## config.mk

```make
export PLATFORM = sky130hd
export DESIGN_NAME = bit_stream_serializer
export DESIGN_NICKNAME = d
export VERILOG_FILES = /design/src/rtl/bit_stream_serializer.sv
export SDC_FILE = /design/constraint.sdc
export NUM_CORES = 1
export LEC_CHECK = 0
export ABC_AREA = 1
export BUFFER_PORTS_ARGS = -buffer_cell sky130_fd_sc_hd__buf_2
export CORE_MARGIN = 5
export CORE_UTILIZATION = 40
export CTS_BUF_LIST = sky130_fd_sc_hd__clkbuf_16
export DETAILED_ROUTE_END_ITERATION = 6
export PLACE_DENSITY = 0.58
export SLEW_MARGIN = 0
export SYNTH_ARGS = -nofsm -noshare
export SYNTH_HDL_FRONTEND = slang
export SYNTH_SLANG_ARGS = --single-unit
```

## constraint.sdc

```tcl
create_clock -name clk -period 2 [get_ports clk]
set_input_delay 0.2 -clock clk [delete_from_list [all_inputs] [get_ports clk]]
set_output_delay 0.2 -clock clk [all_outputs]
set_load 0.01 [all_outputs]
```

## src/rtl/bit_stream_serializer.sv

```systemverilog
// Parallel-to-serial converter with a one-word holding register for gapless streaming.
// Define SER_PARITY_EN to append one even-parity bit after the data bits of every frame.
module bit_stream_serializer #(
  parameter int WIDTH     = 8,
  parameter int MSB_FIRST = 1
) (
  input  logic             clk,
  input  logic             rst,
  input  logic [WIDTH-1:0] data_in,
  input  logic             load_valid,
  output logic             load_ready,
  output logic             x,
  output logic             x_valid,
  output logic             frame_done
);

  localparam int unsigned CW = $clog2(WIDTH);
  localparam logic [CW-1:0] LAST = CW'(WIDTH - 1);

  typedef enum logic [1:0] {
    IDLE,
`ifdef SER_PARITY_EN
    PARITY,
`endif
    SHIFT
  } state_t;

  state_t           state_q, state_d;
  logic [WIDTH-1:0] shift_q, shift_d;
  logic [WIDTH-1:0] hold_q, hold_d;
  logic             hold_full_q, hold_full_d;
  logic [CW-1:0]    cnt_q, cnt_d;
`ifdef SER_PARITY_EN
  logic             parity_q, parity_d;
`endif

  logic             accept;
  logic             frame_end;
  logic             load_now;
  logic [WIDTH-1:0] next_word;

  assign load_ready = ~hold_full_q;
  assign accept     = load_valid & load_ready;

  always_ff @(posedge clk or negedge rst) begin
    if (!rst) begin
      state_q     <= IDLE;
      shift_q     <= '0;
      hold_q      <= '0;
      hold_full_q <= 1'b0;
      cnt_q       <= '0;
`ifdef SER_PARITY_EN
      parity_q    <= 1'b0;
`endif
    end else begin
      state_q     <= state_d;
      shift_q     <= shift_d;
      hold_q      <= hold_d;
      hold_full_q <= hold_full_d;
      cnt_q       <= cnt_d;
`ifdef SER_PARITY_EN
      parity_q    <= parity_d;
`endif
    end
  end

  always_comb begin
    state_d     = state_q;
    shift_d     = shift_q;
    hold_d      = hold_q;
    hold_full_d = hold_full_q;
    cnt_d       = cnt_q;
`ifdef SER_PARITY_EN
    parity_d    = parity_q;
`endif
    x           = 1'b0;
    x_valid     = 1'b0;
    frame_end   = 1'b0;
    load_now    = 1'b0;
    next_word   = data_in;

    case (state_q)
      IDLE: begin
        load_now = accept;
      end
      SHIFT: begin
        x_valid = 1'b1;
        x       = (MSB_FIRST != 0) ? shift_q[WIDTH-1] : shift_q[0];
        shift_d = (MSB_FIRST != 0) ? {shift_q[WIDTH-2:0], 1'b0} : {1'b0, shift_q[WIDTH-1:1]};
        cnt_d   = cnt_q + CW'(1);
        if (cnt_q == LAST) begin
`ifdef SER_PARITY_EN
          state_d = PARITY;
          cnt_d   = '0;
`else
          frame_end = 1'b1;
`endif
        end
      end
`ifdef SER_PARITY_EN
      PARITY: begin
        x_valid   = 1'b1;
        x         = parity_q;
        frame_end = 1'b1;
      end
`endif
      default: state_d = IDLE;
    endcase

    // Frame boundary: a held word takes priority (load_ready is low then), else a
    // word offered on this very edge goes straight into the shifter.
    if (frame_end) begin
      if (hold_full_q) begin
        load_now    = 1'b1;
        next_word   = hold_q;
        hold_d      = '0;
        hold_full_d = 1'b0;
      end else if (accept) begin
        load_now = 1'b1;
      end else begin
        state_d = IDLE;
        cnt_d   = '0;
      end
    end else if (accept && state_q != IDLE) begin
      hold_d      = data_in;
      hold_full_d = 1'b1;
    end

    if (load_now) begin
      shift_d = next_word;
      cnt_d   = '0;
      state_d = SHIFT;
`ifdef SER_PARITY_EN
      parity_d = ^next_word;
`endif
    end
  end

  assign frame_done = frame_end;

endmodule

```

==> flow_metrics.py <==
metrics = {
    "outcome": {
        "status": "complete, no violations",
    },
    "global_route": {
        "grt_use_total": 0.132,
        "grt_antenna_before_repair": 0,
        "overflow": 0,
        "grt_pass1_vias": 1077,
        "grt_pass1_wl_um": 4620,
        "grt_max_degree": 23,
    },
    "critical_path": {
        "crit_chain": "ha_1, ha_1, nand3_2, buf_4, a21oi_2, nand2_1, nand2_1, nand2_1, inv_1",
        "cp.required_ns": 2.20,
        "max_stage_delay_ns": 0.37,
        "cp_slowest_cell": "dfrtp_1",
        "critical_path_class": "flip-flop to flip-flop",
        "end_kind": "flip-flop",
        "cp_common_cell": "nand2_1",
        "cp_max_fo": 15,
        "startpoint_type": "flip-flop",
        "arrival_ns": 1.88,
    },
    "layout": {
        "antenna_cells": 0,
        "drive_gt1_frac": 0.196,
        "num-nets-final": 208,
        "postLayoutCellArea_mm2": 0.00150,
        "area_delta_synth_final_pct": 14.1,
    },
    "synthesis": {
        "ys.warnings.count": 0,
        "synthAdderAreaFrac": 0.0190,
        "avgSynthCellArea_um2": 7.35,
        "synthMuxAreaShare": 0,
        "synth_compound_area_frac": 0.0684,
        "postSynthNetCount": 192,
        "synth_seq_cells": 22,
        "syn_inst": 179,
        "synth-simple-area-share": 0.411,
        "yosysUniqueCellTypes": 23,
        "ys_seq_area_frac": 0.418,
        "synthXorXnorAreaFrac": 0,
        "synth_top_family_by_area": "simple AND/OR/NAND/NOR gates",
        "netlist_area_mm2": 0.00132,
    },
    "floorplan": {
        "design.core.area_mm2": 0.00310,
        "num_rows": 20,
        "ios": 15,
        "die_area_mm2": 0.00454,
        "die_y_um": 67.4,
        "die_w_um": 67.4,
        "initial_core_util": 0.424,
    },
    "timing": {
        "clock.fmax_mhz": 594,
        "final_max_slew_viol_count": 0,
        "fin_crit_sh": 0.841,
        "hold-worst-slack_ns": 0.205,
        "slew_headroom": 0.661,
        "worst_slew_pin_slew_ns": 0.509,
        "grt_setup_unrepaired": "no",
        "finalSetupViolCount": 0,
        "hold_violations": 0,
        "fin_crit_ns": 1.68,
        "setup_tns_ns": 0,
        "skew_ns": 0.00245,
    },
    "routing": {
        "dr.pass1.iters": 4,
        "vias": 1113,
        "drc_errors": 0,
        "routed_via_density": 4.68,
        "wl_um": 2620,
        "antenna_left": 0,
        "wl_per_cell_um": 11.0,
        "drtIter0Drc": 63,
    },
    "cts": {
        "cts_resized": 0,
        "htreeDepth": 1,
        "clk_latency_ns": 0.25,
        "numCtsBuffers": 3,
        "cts_tree": "yes",
        "clkSlewWorstSetupHoldPaths_ns": 0.06,
        "cts_root_buffer": "clkbuf_16",
        "cts_buffer_depth": 2,
        "cts_sinks": 22,
    },
    "power": {
        "powerDensity_mw_per_mm2": 1070,
        "cellLeakagePower_nw": 0.839,
        "finalPower_w": 0.00161,
        "ir_drop_v": 0.000427,
    },
    "hold_path": {
        "worstHoldPathType": "input port to flip-flop",
    },
    "placement": {
        "gp_congestion": 0.847,
        "dp_hpwl_um": 1940,
        "place_area_mm2": 0.00141,
        "portBuffers": 14,
    },
    "flow_run": {
        "maxCapViolCount": 0,
    },
}
==> flip-flops by register name, summed over array words and instances, names as in the netlist <==
name,flops
cnt_q,3
hold_full_q,1
hold_q,8
shift_q,8
state_q,2
==> power by group <==
part           switching (W)  internal, W  leakage, nW  total, W
combinational       0.000248     0.000203        0.532  0.000450
sequential          0.000117     0.000625        0.268  0.000742
clock               0.000151     0.000266       0.0385  0.000418
total               0.000516      0.00109        0.839   0.00161
==> routing by layer <==
| metal | vias up | global-route usage | routed length, µm |
|---|---|---|---|
| met4 | 0 | 0.0380 | 19 |
| met2 | 28 | 0.220 | 1190 |
| met1 | 494 | 0.172 | 1300 |
| li1 | 589 | - | - |
| met5 | - | 0 | 0 |
| met3 | 2 | 0.0283 | 119 |
==> metrics by stage <==
stage / util / setup WS [ns] / std cells
2_1_floorplan: - / 0.504 / 179
3_3_place_gp: 0.455 / 0.358 / 233
3_5_place_dp: 0.455 / 0.324 / 233
4_1_cts: 0.484 / 0.298 / 238
5_1_grt: 0.484 / 0.118 / 238
6_report: 0.484 / 0.317 / 238
==> critical path, delay by kind of cell, from the launching register on <==
| kind | cells | cell delay (ns) |
|---|---|---|
| flip-flops | 1 | 0.37 |
| AND/OR/NAND/NOR | 4 | 0.35 |
| adder cells (fa/ha/maj) | 2 | 0.34 |
| AO/OA/AOI/OAI | 1 | 0.33 |
| buffers and inverters | 2 | 0.24 |
==> layout make-up <==
class / instances / area, µm²
Multi-Input combinational cell: 136 / 659
Clock buffer: 3 / 75.1
Timing Repair Buffer: 18 / 103
Clock inverter: 1 / 3.75
Tap cell: 44 / 55.1
Fill cell: 340 / 1600
Sequential cell: 22 / 551
Inverter: 14 / 55.1
==> kinds of logic (layout without fill, tap and decap cells) <==
group / count (synthesis) / after routing
AOI/OAI and AO/OA: 12 / 12
adders and majority gates: 2 / 2
buffers and inverters: 21 / 36
DFF: 22 / 22
other: 1 / 1
and+or+nand+nor: 121 / 121
==> path summary, 6_finish.rpt <==
check / start / end / slack, ns / depth (start not counted)
setup reg to reg: cnt_q[0] / shift_q[6] / 0.32 / 9
setup / recovery: cnt_q[0] / shift_q[6] / 0.32 / 9
hold reg to reg: hold_q[6] / hold_q[6] / 0.52 / 2
hold / removal: data_in[5] / hold_q[5] / 0.21 / 3
min in group asynchronous: rst / cnt_q[2] / 0.45 / 2
max in group asynchronous: rst / hold_q[6] / 1.21 / 2
==> what timing repair did <==
item	in CTS	in global routing
hold buffers	1	0
endpoints found under the setup margin	0	0
hold endpoints to repair	22	0
buffers inserted	0	0
==> placed cells by master (no fill, tap or decap), types with 3 or more instances in the layout <==
cell type and n:
nand2_1 78, dfrtp_1 22, nand3_1 21, buf_2 14, inv_1 12, nor2_1 8
o21ai_2 7, nand3b_1 6, nand2_2 5, clkbuf_16 3, buf_4 3
==> synth_stat cells, drive strengths merged <==
cell	number	share of area
nand3	22	0.087
buf	6	0.036
a21oi	2	0.010
o21ai	10	0.058
inv	14	0.042
dfrtp	22	0.42
nand2	83	0.25
conb	1	0.0028
nor2	10	0.043
ha	2	0.019
clkbuf	1	0.0028
nand3b	6	0.034
(Power assumes the default switching activity.)
